[src/rtl/mips_pkg.sv]
// ============================================================================
// Module      : mips_pkg
// Description : Shared MIPS encoding constants: 4-bit symbolic operation
//               enumeration, primary opcodes and R-type funct codes. The
//               control decoder uses the same opcode and funct values.
// Revision    : 1.0 - initial release
// ============================================================================
`default_nettype none

package mips_pkg;

  // Symbolic operation classes presented to the encoder
  typedef enum logic [3:0] {
    ENC_ADD  = 4'd0,
    ENC_SUB  = 4'd1,
    ENC_AND  = 4'd2,
    ENC_OR   = 4'd3,
    ENC_SLT  = 4'd4,
    ENC_SLL  = 4'd5,
    ENC_SRL  = 4'd6,
    ENC_JR   = 4'd7,
    ENC_ADDI = 4'd8,
    ENC_LW   = 4'd9,
    ENC_SW   = 4'd10,
    ENC_BEQ  = 4'd11,
    ENC_BNE  = 4'd12,
    ENC_J    = 4'd13,
    ENC_JAL  = 4'd14,
    ENC_RSVD = 4'd15
  } enc_op_e;

  // Primary opcodes (instruction bits [31:26])
  localparam logic [5:0] OP_RTYPE = 6'h00;
  localparam logic [5:0] OP_ADDI  = 6'h08;
  localparam logic [5:0] OP_LW    = 6'h23;
  localparam logic [5:0] OP_SW    = 6'h2B;
  localparam logic [5:0] OP_BEQ   = 6'h04;
  localparam logic [5:0] OP_BNE   = 6'h05;
  localparam logic [5:0] OP_J     = 6'h02;
  localparam logic [5:0] OP_JAL   = 6'h03;

  // R-type function codes (instruction bits [5:0])
  localparam logic [5:0] FN_ADD = 6'h20;
  localparam logic [5:0] FN_SUB = 6'h22;
  localparam logic [5:0] FN_AND = 6'h24;
  localparam logic [5:0] FN_OR  = 6'h25;
  localparam logic [5:0] FN_SLT = 6'h2A;
  localparam logic [5:0] FN_SLL = 6'h00;
  localparam logic [5:0] FN_SRL = 6'h02;
  localparam logic [5:0] FN_JR  = 6'h08;

endpackage

`default_nettype wire

[src/rtl/instr_pack.sv]
// ============================================================================
// Module      : instr_pack
// Description : Combinational field packer. Turns a symbolic operation plus
//               register/immediate fields into a 32-bit MIPS word and flags
//               the reserved operation code.
// Revision    : 1.0 - initial release
// ============================================================================
`default_nettype none

module instr_pack
  import mips_pkg::*;
(
  input  logic [3:0]  i_op,
  input  logic [4:0]  i_rs,
  input  logic [4:0]  i_rt,
  input  logic [4:0]  i_rd,
  input  logic [4:0]  i_shamt,
  input  logic [25:0] i_imm,
  output logic [31:0] o_word,
  output logic        o_illegal
);

  // Select opcode/funct and mask the fields each format does not use
  always_comb begin
    o_word    = 32'h0000_0000;
    o_illegal = 1'b0;
    case (i_op)
      ENC_ADD:  o_word = {OP_RTYPE, i_rs, i_rt, i_rd, 5'd0, FN_ADD};
      ENC_SUB:  o_word = {OP_RTYPE, i_rs, i_rt, i_rd, 5'd0, FN_SUB};
      ENC_AND:  o_word = {OP_RTYPE, i_rs, i_rt, i_rd, 5'd0, FN_AND};
      ENC_OR:   o_word = {OP_RTYPE, i_rs, i_rt, i_rd, 5'd0, FN_OR};
      ENC_SLT:  o_word = {OP_RTYPE, i_rs, i_rt, i_rd, 5'd0, FN_SLT};
      ENC_SLL:  o_word = {OP_RTYPE, i_rs, i_rt, i_rd, i_shamt, FN_SLL};
      ENC_SRL:  o_word = {OP_RTYPE, i_rs, i_rt, i_rd, i_shamt, FN_SRL};
      // JR carries only rs; rt, rd and shamt are zero in the encoding
      ENC_JR:   o_word = {OP_RTYPE, i_rs, 15'd0, FN_JR};
      ENC_ADDI: o_word = {OP_ADDI, i_rs, i_rt, i_imm[15:0]};
      ENC_LW:   o_word = {OP_LW,   i_rs, i_rt, i_imm[15:0]};
      ENC_SW:   o_word = {OP_SW,   i_rs, i_rt, i_imm[15:0]};
      ENC_BEQ:  o_word = {OP_BEQ,  i_rs, i_rt, i_imm[15:0]};
      ENC_BNE:  o_word = {OP_BNE,  i_rs, i_rt, i_imm[15:0]};
      ENC_J:    o_word = {OP_J,    i_imm};
      ENC_JAL:  o_word = {OP_JAL,  i_imm};
      // Reserved code packs as the all-zero NOP word
      default: begin
        o_word    = 32'h0000_0000;
        o_illegal = 1'b1;
      end
    endcase
  end

endmodule

`default_nettype wire

[src/rtl/instr_encoder.sv]
// ============================================================================
// Module      : instr_encoder
// Description : Sequential MIPS instruction encoder / program loader. Accepts
//               one symbolic instruction per handshake, packs it and writes it
//               to consecutive instruction-memory word addresses.
//               Optional macro ENC_ERR_EN adds a sticky err output that
//               rejects the reserved operation instead of writing a NOP.
// Revision    : 1.0 - initial release
// ============================================================================
`default_nettype none

module instr_encoder
  import mips_pkg::*;
#(
  parameter int ADDR_W    = 10,
  parameter int BASE_ADDR = 0
) (
  input  logic              clk,
  input  logic              rst_n,
  input  logic              start,
  input  logic              in_valid,
  output logic              in_ready,
  input  logic [3:0]        in_op,
  input  logic [4:0]        in_rs,
  input  logic [4:0]        in_rt,
  input  logic [4:0]        in_rd,
  input  logic [4:0]        in_shamt,
  input  logic [25:0]       in_imm,
  input  logic              in_last,
  output logic              mem_wen,
  output logic [ADDR_W-1:0] mem_addr,
  output logic [31:0]       mem_wdata,
  output logic              busy,
  output logic              done,
  output logic              full,
`ifdef ENC_ERR_EN
  output logic              err,
`endif
  output logic [ADDR_W:0]   count
);

  localparam logic [ADDR_W-1:0] c_BASE_PTR = BASE_ADDR[ADDR_W-1:0];
  localparam logic [ADDR_W-1:0] c_LAST_PTR = {ADDR_W{1'b1}};

  typedef enum logic [1:0] {
    S_IDLE   = 2'd0,
    S_ACCEPT = 2'd1,
    S_WRITE  = 2'd2,
    S_DONE   = 2'd3
  } state_e;

  state_e            r_state;
  logic [ADDR_W-1:0] r_ptr;
  logic [ADDR_W:0]   r_count;
  logic [31:0]       r_wdata;
  logic              r_last;
  logic              r_full;
  logic [31:0]       w_word;
`ifdef ENC_ERR_EN
  logic              w_illegal;
  logic              r_err;
`else
  logic              w_illegal_unused;
`endif

  instr_pack u_pack (
    .i_op      (in_op),
    .i_rs      (in_rs),
    .i_rt      (in_rt),
    .i_rd      (in_rd),
    .i_shamt   (in_shamt),
    .i_imm     (in_imm),
    .o_word    (w_word),
`ifdef ENC_ERR_EN
    .o_illegal (w_illegal)
`else
    .o_illegal (w_illegal_unused)
`endif
  );

  // Session FSM with pointer, count and handshake register; start overrides all
  always_ff @(posedge clk or negedge rst_n) begin
    if (!rst_n) begin
      r_state <= S_IDLE;
      r_ptr   <= c_BASE_PTR;
      r_count <= '0;
      r_wdata <= 32'h0000_0000;
      r_last  <= 1'b0;
      r_full  <= 1'b0;
`ifdef ENC_ERR_EN
      r_err   <= 1'b0;
`endif
    end else if (start) begin
      r_state <= S_ACCEPT;
      r_ptr   <= c_BASE_PTR;
      r_count <= '0;
      r_full  <= 1'b0;
`ifdef ENC_ERR_EN
      r_err   <= 1'b0;
`endif
    end else begin
      case (r_state)
        S_ACCEPT: begin
          if (in_valid) begin
`ifdef ENC_ERR_EN
            if (w_illegal) begin
              // Rejected instruction: nothing written, pointer/count kept
              r_err   <= 1'b1;
              r_state <= in_last ? S_DONE : S_ACCEPT;
            end else begin
              r_wdata <= w_word;
              r_last  <= in_last;
              r_state <= S_WRITE;
            end
`else
            r_wdata <= w_word;
            r_last  <= in_last;
            r_state <= S_WRITE;
`endif
          end
        end
        S_WRITE: begin
          r_ptr   <= r_ptr + 1'b1;
          r_count <= r_count + 1'b1;
          if (r_ptr == c_LAST_PTR) begin
            r_full <= 1'b1;
          end
          if (r_last || (r_ptr == c_LAST_PTR)) begin
            r_state <= S_DONE;
          end else begin
            r_state <= S_ACCEPT;
          end
        end
        default: r_state <= r_state;
      endcase
    end
  end

  // Outputs decode the registered state; start suppresses a pending write
  assign in_ready  = (r_state == S_ACCEPT);
  assign mem_wen   = (r_state == S_WRITE) && !start;
  assign mem_addr  = r_ptr;
  assign mem_wdata = r_wdata;
  assign busy      = (r_state == S_ACCEPT) || (r_state == S_WRITE);
  assign done      = (r_state == S_DONE);
  assign full      = r_full;
  assign count     = r_count;
`ifdef ENC_ERR_EN
  assign err       = r_err;
`endif

endmodule

`default_nettype wire

[config.mk]
export PLATFORM = sky130hd
export DESIGN_NAME = instr_encoder
export DESIGN_NICKNAME = d
export VERILOG_FILES = /design/src/rtl/mips_pkg.sv /design/src/rtl/instr_pack.sv /design/src/rtl/instr_encoder.sv
export SDC_FILE = /design/constraint.sdc
export NUM_CORES = 1
export LEC_CHECK = 0
export CORE_MARGIN = 2
export CORE_UTILIZATION = 44
export DETAILED_ROUTE_END_ITERATION = 8
export GPL_TIMING_DRIVEN = 0
export HOLD_SLACK_MARGIN = 0.06
export PLACE_DENSITY = 0.8
export SLEW_MARGIN = 20
export SYNTH_ARGS = -nofsm -noshare
export SYNTH_HDL_FRONTEND = slang
export SYNTH_SLANG_ARGS = --single-unit
[constraint.sdc]
create_clock -name clk -period 1.9 [get_ports clk]
set_input_delay 0.38 -clock clk [delete_from_list [all_inputs] [get_ports clk]]
set_output_delay 0.38 -clock clk [all_outputs]
set_load 0.005 [all_outputs]
* After elaboration in Yosys (flattened, before gate mapping)
Index checks and enable logic that the tools add are counted.
** Operators by class
- Bitwise operators :: 1
- Mux-type cells :: 12
- Equal/unequal tests :: 19
- Add/subtract/negate cells :: 2
- Reduce and logical (&&, ||, !) cells :: 11
** Operators by type and width (number)
- case mux 32 bit (15 select lines) :: 1
- == test 4 bit, second input constant :: 7
- 2-to-1 mux 11 bit :: 2
- 2-to-1 mux 10 bit :: 2
- == test 4 x 3 -> 1 bit, second input constant :: 4
- adder 11 x 1 -> 11 bit, second input constant :: 1
- adder 10 x 1 -> 10 bit, second input constant :: 1
- == test 10 bit, second input constant :: 1
- == test 4 x 2 -> 1 bit, second input constant :: 2
- 2-to-1 mux 2 bit :: 3
- == test 2 bit, second input constant :: 2
- == test 4 x 1 -> 1 bit, second input constant :: 1
- logical NOT 4 bit :: 1
- case mux 2 bit (2 select lines) :: 1
- AND reduction 2 bit :: 2
- nonzero test 2 bit :: 2
- 2-to-1 mux 1 bit :: 3
- inequality test 3 bit, second input constant :: 1
- AND reduction 3 bit :: 1
- nonzero test 3 bit :: 1
- == test 2 x 1 -> 1 bit, second input constant :: 1
- logical OR 1 bit :: 2
- logical AND 1 bit :: 1
- logical NOT 1 bit :: 1
- inverter 1 bit :: 1
** Word-level totals
- Bits in registers :: 57
- Logic and storage cells :: 51
- Output and inout bits :: 58
- Bits of input ports :: 55

* Longest topological paths before layout
- Word-level depth :: 5
- Mapped depth :: 8
- Depth with buffers taken out :: 6

* Cells and area by module
From an unflattened synthesis, not the netlist that was laid out.
** Second synthesis, totals
- Cell total of the unflattened synthesis :: 310
- Area total of the unflattened synthesis :: 3120.5 µm²
** By module, submodules not included
- instr_encoder :: seq. area each 1426.4 µm², cells each 196, instances 1, area an instance 2464.9 µm²
- instr_pack :: seq. area each 0.0 µm², cells each 114, instances 1, area an instance 655.6 µm²

* Worst setup path after synthesis
Ideal clock, no wire load.
- Path type :: register -> register
- Start point :: reg r_state[1]
- End point :: reg r_wdata[16] (netlist: mem_wdata[16])
- Arrival :: 1.483 ns
- Period minus slack after synthesis :: 1.610 ns
- Required time :: 1.773 ns
- Library setup time :: 0.127 ns
- Setup slack :: 0.290 ns
- Stages on the path, launching flop included :: 9
- Buffers on the path :: 2
- Path through :: dfrtp_1 > inv_1 > ha_1 > nand2_1 > or2_0 > buf_2 > buf_6 > a221oi_1 > nor2_1
** On the way
- Cells in the longest elaborated chain, start to end :: 2
** RTL lines
- start, declared :: RTL line instr_encoder.sv:52 : state_e r_state;
- start signal, assigned :: RTL line instr_encoder.sv:134 : default: r_state <= r_state;
- == test 2 x 1 -> 1 bit
- named net in_ready :: RTL line instr_encoder.sv:22 : output logic in_ready,
- AND reduction 3 bit (no line)
- end signal, assigned :: RTL line instr_encoder.sv:116 : r_wdata <= w_word;
- end, declared :: RTL line instr_encoder.sv:55 : logic [31:0] r_wdata;
The timed path passes the listed nets, and every way through them passes these cells.
A chain may end at the register's enable or synchronous reset.

* Final worst setup path
- Start point :: reg r_state[0]
- End point :: reg r_wdata[20] (netlist: mem_wdata[20])
** On the way
- Cells in the longest elaborated chain, start to end :: 2
** RTL lines
- == test 2 x 1 -> 1 bit :: RTL line instr_encoder.sv:102 : case (r_state)
- AND reduction 3 bit (no line)
No other way between the ends.

==> run_results.csv <==
group,metric,value,unit
pwr,power.total,3345,uW
final_layout,final_common_cell,"clkdlybuf4s50_1",
grt,grt_max_degree,57,
clock_tree,htreeDepth,2,
sta,tns,0,ns
outcome,status,"completed",
critical_path,crit_fanout,10,
clock_tree,cts_root_buf,"clkbuf_8",
critical_path,cp_slowest_cell,"dfrtp_1",
detailed_routing,drt-vias-per-instance,5.249,
clock_tree,cts_hold_buf,0,
yosys,synth.avg_cell_area,9.567,sq um
critical_path,rrSetupSlack,0.06,ns
yosys,yosys.cell_types.count,44,
final_layout,multiInputGateArea,1389,sq um
final_layout,layout_common_cells,"104 x clkdlybuf4s50_1, 56 x dfrtp_1, 44 x nor2_1",
placed_design,placed_area,4103,sq um
sta,finClkSkew,0.009382,ns
critical_path,cp_cell_sequence,"buf_4 -> ha_1 -> nand2_1 -> or2_0 -> buf_4 -> buf_6 -> a221oi_1 -> nor2_1",
pwr,powerDensity,783.6,nW/um^2
critical_path,crit_required,2.10,ns
final_layout,regArea,1401,sq um
floorplan,core-area,6386,sq um
final_layout,fill_cells,545,
yosys,yosysWarnings,0,
floorplan,io_pins,113,
placed_design,gp_congestion,0.7980,
sta,finalSetupViolCount,0,
detailed_routing,firstDrtPassIters,4,
yosys,synth-edff-count,0,
detailed_routing,routedWlPerCell,14.83,um
grt,grt_pass1_wl,12.23,mm
sta,rsz0062_at_grt,"yes",
grt,track_usage,21.04,%
pwr,p_leak,0.001792,uW
final_layout,fin_cells,503,
clock_tree,cts_sinks,56,
yosys,ys_seq_area_share,48.03,%
floorplan,start_util,45.69,%
yosys,ys.flop_type,"dfrtp_1",
sta,slew_violations,0,
floorplan,die_area,7299,sq um
detailed_routing,antenna_left,0,
yosys,syn_inst,305,
yosys,syn-cell-area,2918,sq um
critical_path,crit_top_cell,"buf_4",
floorplan,die_x,85.44,um
critical_path,worstRegToRegCells,8,
yosys,syn_nets,365,
clock_tree,tritoncts,"built",
final_layout,nets,485,
final_layout,fin_area,4269,sq um
worst_hold_path,hp-class,"in -> async",
grt,antenna_found_initial,0,
placed_design,dp_hpwl,5.656,mm
placed_design,placedCellCount,491,
sta,hold_viol_final,0,
yosys,ys_async_sr_fraction,100.0,%
detailed_routing,routed_wl,7.462,mm
clock_tree,clk_pin_slew,0.10,ns
sta,tightestPinTransition,0.6945,ns
grt,grt_pass1_vias,2694,
sta,clock.fmax,543.1,MHz
sta,min_period_over_period,96.91,%
sta,slew_headroom,53.70,%
clock_tree,clk_path_buf_depth,2,
final_layout,drive_gt1_share,10.33,%
grt,grt_overflow,0,
floorplan,num_rows,29,
floorplan,die_h,85.44,um
pwr,ir_worst_vdd,407.7,uV
detailed_routing,drtIter0Drc,72,
yosys,ys_ff_latch,56,
critical_path,worst_path_largest_cell_delay,0.39,ns
placed_design,portBuffers,109,
sta,fin_crit,1.841,ns
job,maxCapViolCount,0,
clock_tree,cts_buffers,5,
final_layout,area_delta_synth_final,46.31,%
critical_path,critical_path_class,"reg -> reg",
detailed_routing,route.detailed.drc,0,
clock_tree,clock_latency,0.31,ns
final_layout,utilization,66.85,%
critical_path,end_kind,"flip-flop",
detailed_routing,vias,2640,
critical_path,arrival,2.04,ns
critical_path,startpoint_type,"flip-flop",
final_layout,antenna_cells,0,
[flip-flops by register name, indices dropped and copies added (netlist names)]
signal,flops
mem_wdata,31
count,11
mem_addr,10
r_state,2
full,1
r_last,1
[Yosys cell counts, types with 2 or more instances]
cell / instances / area [sq um]
a211oi_1: 2 / 15.01
xnor2_1: 10 / 87.58
xor2_1: 7 / 61.31
nand2_1: 33 / 123.9
and2_1: 4 / 25.02
nand4_1: 5 / 31.28
a221oi_2: 5 / 75.07
nor2b_1: 3 / 18.77
a21o_1: 2 / 15.01
nor2_1: 44 / 165.2
maj3_1: 2 / 20.02
a21oi_1: 12 / 60.06
nand2b_1: 8 / 50.05
o21ai_0: 11 / 55.05
dfrtp_1: 56 / 1401
o31ai_1: 3 / 22.52
or3_1: 4 / 25.02
nand3_1: 15 / 75.07
ha_1: 5 / 62.56
mux2i_1: 7 / 70.07
buf_2: 12 / 60.06
nor3_1: 8 / 40.04
buf_6: 2 / 22.52
a221oi_1: 5 / 43.79
o21ai_1: 3 / 15.01
clkbuf_1: 3 / 11.26
a221o_1: 5 / 50.05
o22a_1: 5 / 43.79
inv_1: 7 / 26.28
buf_4: 3 / 22.52
[kinds of logic after synthesis]
logic type / share of synthesized area (%)
and+or+nand+nor: 20.76
AOI/OAI and AO/OA: 14.92
DFF: 48.03
buffers and inverters: 4.889
xor gates and xnor gates: 5.660
muxes: 2.787
adders and majority gates: 2.830
other: 0.1285
[where the power goes]
group / switching, uW / internal [uW]
Clock: 385 / 392
Sequential: 122 / 1400
Combinational: 405 / 642
Total: 912 / 2430
[through the flow]
| stage | setup WS, ns | hold WS (ns) |
|---|---|---|
| 2_1_floorplan | 0.2895 | 0.08441 |
| 3_5_place_dp | -0.2271 | 0.4624 |
| 4_1_cts | 0.01111 | 0.1335 |
| 3_3_place_gp | -1.289 | 0.4553 |
| 5_1_grt | -0.04032 | 0.1741 |
| 6_report | 0.05877 | 0.1116 |
[what timing repair did]
item	in CTS	in global routing
buffers inserted	3	1
gates cloned	0	0
endpoints found under the setup margin	3	17
gates resized for setup	9	8
[worst paths after layout]
check	end	start
hold reg to reg	mem_wdata[4]$_DFFE_PN0P_	mem_wdata[4]$_DFFE_PN0P_
min in group clk	count[5]$_DFFE_PN0P_	start
setup reg to reg	mem_wdata[20]$_DFFE_PN0P_	r_state[0]$_DFFE_PN0P_
max in group asynchronous	count[8]$_DFFE_PN0P_	rst_n
setup / recovery	mem_wdata[20]$_DFFE_PN0P_	r_state[0]$_DFFE_PN0P_
hold / removal	count[9]$_DFFE_PN0P_	rst_n
[worst max-delay path: cells and delay by family (launching register included)]
family / cells / cell delay, ns
AO/OA/AOI/OAI: 1 / 0.28
adder cells (fa/ha/maj): 1 / 0.19
buffers and inverters: 3 / 0.47
flip-flops: 1 / 0.39
AND/OR/NAND/NOR: 3 / 0.40
[cell type report]
cell class	instances	area share, %
Tap cell	77	2.257
Buffer	20	3.165
Multi-Input combinational cell	222	32.53
Inverter	7	0.6155
Clock inverter	2	0.8206
Sequential cell	56	32.83
Clock buffer	6	1.700
Timing Repair Buffer	113	26.08
[metal layers]
| layer | part of all wire [%] | GRT usage [%] | vias to the layer above |
|---|---|---|---|
| met5 | 0 | 0 | - |
| met4 | 0.84 | 4.329 | 0 |
| met3 | 8.4 | 7.101 | 6 |
| met2 | 49 | 37.14 | 101 |
| met1 | 41 | 24.97 | 1239 |
| li1 | - | - | 1294 |
(Power assumes the default switching activity.)
